$ cat config.mk
export PLATFORM = sky130hd
export DESIGN_NAME = somador_subtrator_serial
export DESIGN_NICKNAME = d
export VERILOG_FILES = /design/src/rtl/somador_subtrator_serial.sv
export SDC_FILE = /design/constraint.sdc
export NUM_CORES = 1
export LEC_CHECK = 0
export BUFFER_PORTS_ARGS = -buffer_cell sky130_fd_sc_hd__buf_2
export CORE_UTILIZATION = 55
export CTS_CLUSTER_SIZE = 12
export DETAILED_ROUTE_END_ITERATION = 8
export HOLD_SLACK_MARGIN = 0.12
export PLACE_DENSITY = 0.8
export SLEW_MARGIN = 20
export SYNTH_ARGS = -nofsm -noshare
export SYNTH_HDL_FRONTEND = slang
export SYNTH_SLANG_ARGS = --single-unit
export TNS_END_PERCENT = 10
$ cat constraint.sdc
create_clock -name clk -period 3 [get_ports clk]
set_clock_uncertainty 0.05 [all_clocks]
set_input_delay 0.6 -clock clk [delete_from_list [all_inputs] [get_ports clk]]
set_output_delay 0.6 -clock clk [all_outputs]
set_load 0.02 [all_outputs]
$ cat src/rtl/somador_subtrator_serial.sv
// Digit-serial unsigned add/subtract unit: DIGIT bits per clock, LSB first, start/done handshake.
// Define SOMSUB_OVF_EN to add the signed-overflow output ovf.
module somador_subtrator_serial #(
    parameter int WIDTH = 8,
    parameter int DIGIT = 1
) (
    input  logic             clk,
    input  logic             rst,
    input  logic             start,
    input  logic             op,
    input  logic [WIDTH-1:0] a,
    input  logic [WIDTH-1:0] b,
    output logic             busy,
    output logic             done,
    output logic [WIDTH-1:0] result,
    output logic             cout
`ifdef SOMSUB_OVF_EN
    ,
    output logic             ovf
`endif
);

    localparam int NDIG  = WIDTH / DIGIT;
    localparam int CNT_W = (NDIG > 1) ? $clog2(NDIG) : 1;
    localparam logic [CNT_W-1:0] CNT_LAST = CNT_W'(NDIG - 1);

    generate
        if (WIDTH < 1 || DIGIT < 1 || (WIDTH % DIGIT) != 0) begin : g_bad_params
            $error("somador_subtrator_serial: WIDTH must be >= 1 and a multiple of DIGIT");
        end
    endgenerate

    typedef enum logic [1:0] {
        IDLE = 2'd0,
        RUN  = 2'd1,
        DONE = 2'd2
    } state_t;

    state_t             state_q, state_d;
    logic [WIDTH-1:0]   a_q, a_d;
    logic [WIDTH-1:0]   b_q, b_d;
    logic [WIDTH-1:0]   res_q, res_d;
    logic               op_q, op_d;
    logic               cy_q, cy_d;
    logic [CNT_W-1:0]   cnt_q, cnt_d;

    logic [DIGIT-1:0]       slice;
    logic                   slice_cy;
    logic [WIDTH+DIGIT-1:0] res_cat;
    logic [WIDTH-1:0]       res_next;
    logic                   accept;

`ifdef SOMSUB_OVF_EN
    logic sa_q, sa_d;
    logic sb_q, sb_d;
    logic ovf_q, ovf_d;
`endif

    // One DIGIT-wide slice; the carry (add) or borrow (sub) ripples through its bits.
    always_comb begin
        logic c;
        c     = cy_q;
        slice = '0;
        for (int i = 0; i < DIGIT; i++) begin
            slice[i] = a_q[i] ^ b_q[i] ^ c;
            if (op_q)
                c = (~a_q[i] & b_q[i]) | (~(a_q[i] ^ b_q[i]) & c);
            else
                c = (a_q[i] & b_q[i]) | ((a_q[i] ^ b_q[i]) & c);
        end
        slice_cy = c;
    end

    // New digit enters at the MSB end so after NDIG shifts the LSB digit sits at bit 0.
    assign res_cat  = {slice, res_q};
    assign res_next = res_cat[WIDTH+DIGIT-1:DIGIT];
    assign accept   = start && (state_q != RUN);

    always_comb begin
        state_d = state_q;
        a_d     = a_q;
        b_d     = b_q;
        res_d   = res_q;
        op_d    = op_q;
        cy_d    = cy_q;
        cnt_d   = cnt_q;
`ifdef SOMSUB_OVF_EN
        sa_d    = sa_q;
        sb_d    = sb_q;
        ovf_d   = ovf_q;
`endif
        case (state_q)
            IDLE: state_d = IDLE;
            RUN: begin
                a_d   = a_q >> DIGIT;
                b_d   = b_q >> DIGIT;
                res_d = res_next;
                cy_d  = slice_cy;
                if (cnt_q == '0) begin
                    state_d = DONE;
`ifdef SOMSUB_OVF_EN
                    ovf_d = op_q ? ((sa_q != sb_q) && (res_next[WIDTH-1] != sa_q))
                                 : ((sa_q == sb_q) && (res_next[WIDTH-1] != sa_q));
`endif
                end else begin
                    cnt_d = cnt_q - CNT_W'(1);
                end
            end
            DONE:    state_d = IDLE;
            default: state_d = IDLE;
        endcase

        // A start in DONE is taken exactly like one in IDLE, giving back-to-back operation.
        if (accept) begin
            state_d = RUN;
            a_d     = a;
            b_d     = b;
            op_d    = op;
            cy_d    = 1'b0;
            cnt_d   = CNT_LAST;
`ifdef SOMSUB_OVF_EN
            sa_d    = a[WIDTH-1];
            sb_d    = b[WIDTH-1];
`endif
        end
    end

    always_ff @(posedge clk or posedge rst) begin
        if (rst) begin
            state_q <= IDLE;
            a_q     <= '0;
            b_q     <= '0;
            res_q   <= '0;
            op_q    <= 1'b0;
            cy_q    <= 1'b0;
            cnt_q   <= '0;
`ifdef SOMSUB_OVF_EN
            sa_q    <= 1'b0;
            sb_q    <= 1'b0;
            ovf_q   <= 1'b0;
`endif
        end else begin
            state_q <= state_d;
            a_q     <= a_d;
            b_q     <= b_d;
            res_q   <= res_d;
            op_q    <= op_d;
            cy_q    <= cy_d;
            cnt_q   <= cnt_d;
`ifdef SOMSUB_OVF_EN
            sa_q    <= sa_d;
            sb_q    <= sb_d;
            ovf_q   <= ovf_d;
`endif
        end
    end

    assign busy   = (state_q == RUN);
    assign done   = (state_q == DONE);
    assign result = res_q;
    assign cout   = cy_q;
`ifdef SOMSUB_OVF_EN
    assign ovf    = ovf_q;
`endif

endmodule

# After elaboration in Yosys (flattened, before gate mapping)
# Cells that the tools add are included.
[totals]
regBits = 31
inputBits = 20
elab_cells = 40
out_inout_bits = 11
[op_classes]
reduce_logical = 4
n_eq_ne = 5
add_sub_neg = 1
n_mux = 13
bitwise_logic = 10
[ops]
columns = ["cell", "n"]
rows = [
  ["8-bit 2-to-1 mux", 4],
  ["3-bit 2-to-1 mux", 3],
  ["2-bit 2-to-1 mux", 3],
  ["1-bit AND", 4],
  ["3-bit logical NOT", 1],
  ["1-bit 2-to-1 mux", 3],
  ["3-bit by 1-bit != test with 1-bit output, second input constant", 1],
  ["3-bit by 1-bit subtractor with 3-bit output, second input constant", 1],
  ["2-bit by 1-bit equality test with 1-bit output, second input constant", 1],
  ["2-bit equality test, second input constant", 1],
  ["2-bit by 1-bit != test with 1-bit output, second input constant", 1],
  ["2-bit != test, second input constant", 1],
  ["1-bit NOT", 2],
  ["1-bit OR", 2],
  ["2-bit AND reduction", 1],
  ["2-bit nonzero test", 1],
  ["1-bit bitwise XOR", 2],
  ["1-bit logical AND", 1],
]

# Longest topological paths before layout
# Gate-level depths: netlist (run 1).
[logic_depth]
word_depth = 7
depth_mapped = 5
mapped_depth_nobuf = 5

# Worst setup path after synthesis (run 1)
# No wires, ideal clock.
[synth_path]
path_kind = "register to output"
start = "register state_q[1]"
end = "output busy"
setup_slack_ns = 1.527
required_time_ns = 2.350
path_stages_with_launch = 4
n_path_buf = 1
arrival_time_ns = 0.823
cell_sequence = "dfrtp_1 > nand2b_4 > inv_6 > buf_2"
[synth_between]
elab_chain_len = 1
[synth_rtl]
columns = ["element", "line", "text"]
rows = [
  ["start, declared", "39", "state_t state_q, state_d;"],
  ["start signal, assigned", "143", "state_q <= state_d;"],
  ["2-bit by 1-bit equality test with 1-bit output", "158", "assign busy = (state_q == RUN);"],
  ["end, declared", "13", "output logic busy,"],
]
# Every way passes these cells.

# Final worst setup path (run 1)
# Ends and elaborated chain as after synthesis.

==> impl_metrics.json, run 1 <==
{
  "yosys-mux-area-fraction_pct": 13.4,
  "yosys.area_share.adder_pct": 4.52,
  "worst_path_largest_cell_delay_ns": 0.38,
  "route.detailed.drc": 0,
  "yosysTopAreaCell": "dfrtp_1",
  "crit_buf_inv": 2,
  "grt_start_max_net_pins": 45,
  "drt_wl_total_mm": 2.51,
  "fill_cells": 218,
  "root_buffer": "clkbuf_4",
  "globalRouteMet2Util_pct": 35.7,
  "worst_pin_slew_ns": 0.535,
  "rsz0062_at_grt": "false",
  "setup_viol": 0,
  "p_leak_nw": 0.887,
  "cts-resized-gates": 0,
  "finalCriticalPeriod_ns": 2.07,
  "grt_pass1_wl_mm": 4.10,
  "path_max_fanout": 44,
  "viasPerCell": 5.26,
  "vdd_ir_drop_max_mv": 0.589,
  "status": "complete, no violations",
  "ant_nets": 0,
  "cap_viol_max_count": 0,
  "clkSinkCount": 31,
  "synth.most_common_cell": "nand2_1",
  "path_delay_family": "buffers and inverters",
  "relSlewSlack_pct": 64.3,
  "synth_seq_area_share_pct": 53.9,
  "pin_count": 31,
  "layout-drive-gt1-share_pct": 26.6,
  "wl_per_cell_um": 12.6,
  "vias": 1046,
  "die_h_um": 53.2,
  "min_path_type": "in2async",
  "syn_nets": 161,
  "synth_top_cell_area_share_pct": 53.9,
  "synth_top_flop_cell": "dfrtp_1",
  "yosys_warnings": 0,
  "gr-usage-met3_pct": 6.61,
  "cp-end-kind": "output pin",
  "drv_slew": 0,
  "synth_area_leaders": "dfrtp_1, mux2i_1, nand2_1, o21ai_0, fa_1",
  "initial_core_util_pct": 58.1,
  "tns_ns": 0,
  "port_buffers": 30,
  "gp_congestion": 0.786,
  "clk_pin_slew_worst_paths_ns": 0.11,
  "synth_xor_area_share_pct": 0,
  "htree_num_levels": 2,
  "chipWidth_um": 53.2,
  "grt.busiest_layer": "met2",
  "synth_edf_count": 0,
  "synthSimpleGateAreaFrac_pct": 14.3,
  "synthCells": 137,
  "dpl.hpwl_mm": 1.81,
  "setup_ws_ns": 0.927,
  "area_delta_synth_final_pct": 16.9,
  "cts_buffers": 5,
  "nets": 192,
  "crit_type": "reg2out",
  "ff_latch_area_um2": 776,
  "tritoncts": "built",
  "avgSynthCellArea_um2": 10.5,
  "n_antenna_cell": 0,
  "multi_input_comb_area_um2": 592,
  "first_iter_violations": 12,
  "postCtsHoldBufs": 0,
  "async_flop_share_pct": 100,
  "ys_ff_latch": 31,
  "required_ns": 2.35,
  "post-route-period-util_pct": 69.1,
  "clock.fmax_mhz": 482,
  "core_area_um2": 2480,
  "synth_common_cells": "nand2_1, dfrtp_1, mux2i_1, o21ai_0, inv_1",
  "arrival_ns": 1.42,
  "drt-pass1-iter-count": 4,
  "met1_usage_pct": 24.8,
  "clockBufferDepth": 2,
  "grt_overflow": 0,
  "crit_path_cell_trace": "nand2b_4, inv_6, buf_2",
  "synth_compound_area_share_pct": 8.86,
  "synth_cell_types": 24,
  "dieArea_um2": 2830,
  "hold_viol": 0,
  "cts_setup_buffers": 0,
  "grt.total_usage_pct": 22.1,
  "grt_pass1_vias": 951,
  "pwr_density_cell_nw_per_um2": 998,
  "crit_path_top_delay_cell": "dfrtp_1",
  "synthesis.area_um2": 1440,
  "place_ws_ns": 1.29,
  "rows": 18,
  "clock_latency_ns": 0.34,
  "antenna_found_initial": 0,
  "cp-start-kind": "register",
  "synth_top_family_by_area": "simple AND/OR/NAND/NOR gates"
}
power breakdown:
group,internal (mW),total (mW),switching (mW)
clock network,0.197,0.345,0.148
registers,0.588,0.689,0.101
logic,0.246,0.648,0.402
registers in the layout, indices dropped and copies added (netlist names):
register and flops:
cout 1, a_q 8, op_q 1, state_q 2
result 8, cnt_q 3, b_q 8
per-stage QoR:
step           std cells  instance area [um2]  hold slack, ns  total power, mW  util (%)
6_report             199                 1680           0.255             1.68      68.0
5_1_grt              199                 1680           0.297             1.81      68.0
4_1_cts              199                 1680           0.269             1.70      68.0
3_5_place_dp         191                 1600           0.425             1.35      64.5
3_3_place_gp         191                 1600           0.404             1.30      64.5
2_1_floorplan        137                 1440           0.399             1.19         -
path summary, 6_finish.rpt:
path,slack (ns),cells past startpoint,to,start
worst max-delay path,0.93,3,busy,state_q[1]
worst min-delay path,0.26,3,result[4],rst
worst max register to register,1.54,5,cnt_q[0],cnt_q[0]
worst min register to register,0.45,2,result[0],result[0]
max in group asynchronous,2.36,3,b_q[0],rst
min in group clk,0.45,2,result[0],result[0]
metal layers:
layer	wire, um	share of wire (%)
met2	1270	51
met5	0	0
met1	1040	41
met3	132	5.3
met4	68	2.7
kinds of logic (layout without fill, tap and decap cells):
logic type,after synthesis,count (layout)
and+or+nand+nor,48,48
DFF,31,31
AOI/OAI and AO/OA,21,21
muxes,18,18
buffers and inverters,15,47
adders and majority gates,4,4
layout make-up:
cell class                 instances  area share (%)
clock buffer                       6            3.05
clock inverter                     2            2.08
inverter                           8            2.08
multi-input combinational         91            35.1
sequential                        31            46.1
tap                               30            2.23
timing repair buffer              31            9.36
worst register-to-register path, delay by kind of cell, from the launching register on:
| kind | cells | cell delay (ns) |
|---|---|---|
| AOI/OAI and AO/OA | 2 | 0.42 |
| DFF | 1 | 0.35 |
| and+or+nand+nor | 1 | 0.24 |
| adders and majority gates | 1 | 0.22 |
| buffers and inverters | 1 | 0.08 |
cell usage in the layout, fill, tap and decap left out, types with 2 or more instances in the layout:
master / instances
buf_2: 30
clkbuf_4: 5
dfrtp_1: 31
fa_1: 2
ha_1: 2
inv_1: 6
mux2i_1: 17
nand2_1: 39
nor2_1: 3
o21ai_0: 17
(Power assumes the default switching activity.)
==> inputs of run 2 (changes only) <==
CORE_UTILIZATION = 53   (was 55)
PLACE_DENSITY = 0.78   (was 0.8)
clock period = 2.1 ns   (was 3 ns; I/O delays follow)
==> run 2 against run 1 <==
Effect of this change: design area is 1.2% lower; sequential power is 43% higher; core utilization is 2.0 points lower; clock power is 2% higher; setup slack worse by 0.71 ns; critical endpoint unchanged; largest power group unchanged; highest routed layer unchanged.
==> impl_metrics.json, run 2 (synthesis results as in run 1) <==
{
  "stdcell_count": 199,
  "post-route-period-util_pct": 89.7,
  "hold_viol": 0,
  "worst_pin_slew_ns": 0.526,
  "ant_nets": 0,
  "route.detailed.drc": 0,
  "relSlewSlack_pct": 64.9,
  "grt_overflow": 0,
  "first_iter_violations": 8,
  "pwr_density_cell_nw_per_um2": 1350,
  "drt_wl_total_mm": 2.41,
  "ff_latch_area_um2": 776,
  "htree_num_levels": 2,
  "port_buffers": 30,
  "finalCriticalPeriod_ns": 1.88,
  "n_antenna_cell": 0,
  "ff2ff_setup_slack_ns": 0.66,
  "rows": 18,
  "area_delta_synth_final_pct": 15.6,
  "dieArea_um2": 2930,
  "cts-resized-gates": 0,
  "rsz0062_at_grt": "false",
  "cts_setup_buffers": 0,
  "clock.fmax_mhz": 531,
  "chipWidth_um": 54.1,
  "grt_pass1_vias": 919,
  "setup_viol": 0,
  "clk_pin_slew_worst_paths_ns": 0.09,
  "clkSinkCount": 31,
  "regToRegEndpoint": "cnt_q[1]",
  "nets": 193,
  "p_leak_nw": 0.877,
  "placed_cells": 191,
  "drv_slew": 0,
  "arrival_ns": 1.41,
  "cts_buffers": 5,
  "tritoncts": "built",
  "clockBufferDepth": 2,
  "r2r_cells": 4,
  "antenna_found_initial": 0,
  "grt.total_usage_pct": 20.0,
  "crit_type": "reg2out",
  "viasPerCell": 5.10,
  "pin_count": 31,
  "multi_input_comb_area_um2": 592,
  "path_max_fanout": 44,
  "worstHoldPathCells": 3,
  "min_from": "op",
  "dpl.hpwl_mm": 1.64,
  "vias": 1015,
  "drt-pass1-iter-count": 4,
  "cp-start-kind": "register",
  "required_ns": 1.63,
  "vdd_ir_drop_max_mv": 0.872,
  "layout-drive-gt1-share_pct": 26.0,
  "r2r-start": "state_q[1]",
  "final_cell_mix": "nand2_1, dfrtp_1, buf_2",
  "cap_viol_max_count": 0,
  "initial_core_util_pct": 57.1,
  "cp-end-kind": "output pin",
  "core_area_um2": 2520,
  "grt_start_max_net_pins": 45,
  "grt_pass1_wl_mm": 4.04,
  "gp_congestion": 0.748,
  "root_buffer": "clkbuf_4",
  "status": "complete, no violations",
  "die_h_um": 54.1,
  "holdPathEnd": "op_q",
  "fill_cells": 206,
  "tns_ns": 0,
  "clock_latency_ns": 0.32,
  "min_path_type": "in2reg",
  "wl_per_cell_um": 12.1,
  "final_common_cell": "nand2_1"
}
run 2: cell type report:
type	count	share of cell area (%)
Multi-Input combinational cell	91	35.6
Inverter	8	2.11
Tap cell	30	2.26
Sequential cell	31	46.6
Clock buffer	6	3.08
Clock inverter	1	0.301
Timing Repair Buffer	32	10.1
run 2: worst max-delay path: stages, from the launching register on:
cell and delay [ns]:
dfrtp_1 0.38, nand2b_4 0.22, inv_6 0.26, buf_2 0.22
run 2: stage by stage:
stage	utilization, %	setup WS, ns	hold WS, ns	instance area, um2	power [mW]
after floorplan	-	0.746	0.399	1440	1.70
after global placement	63.3	0.594	0.405	1600	1.86
final	66.0	0.216	0.260	1660	2.25
after detailed placement	63.3	0.559	0.428	1600	1.91
after CTS	66.0	0.205	0.259	1660	2.26
after global routing	66.0	0.113	0.259	1660	2.45
run 2: report_power, final:
group | switching, mW | internal (mW) | leakage (nW)
clock network | 0.197 | 0.155 | 0.0341
logic | 0.559 | 0.350 | 0.449
registers | 0.144 | 0.840 | 0.394
run 2: per-layer routing:
metal | GRT usage (%) | wire length [um] | up-vias
li1 | - | - | 515
met1 | 27.6 | 1150 | 464
met2 | 27.8 | 1090 | 31
met3 | 6.21 | 134 | 5
met4 | 10.7 | 39 | 0
met5 | 0 | 0 | -
run 2: worst max path at each step:
stage               start  endpoint  slack [ns]  cells after the start
3_3_place_gp   state_q[1]      busy        0.59                      3
5_1_grt        state_q[1]      busy        0.11                      3
6_report       state_q[1]      busy        0.22                      3
2_1_floorplan        cout      cout        0.75                      5
3_5_place_dp   state_q[1]      busy        0.56                      3
4_1_cts        state_q[1]      busy        0.20                      3
run 2: timing repair:
action,in CTS,in global routing
endpoints found under the hold margin,9,0
setup endpoints to repair,0,0
hold buffers,1,0
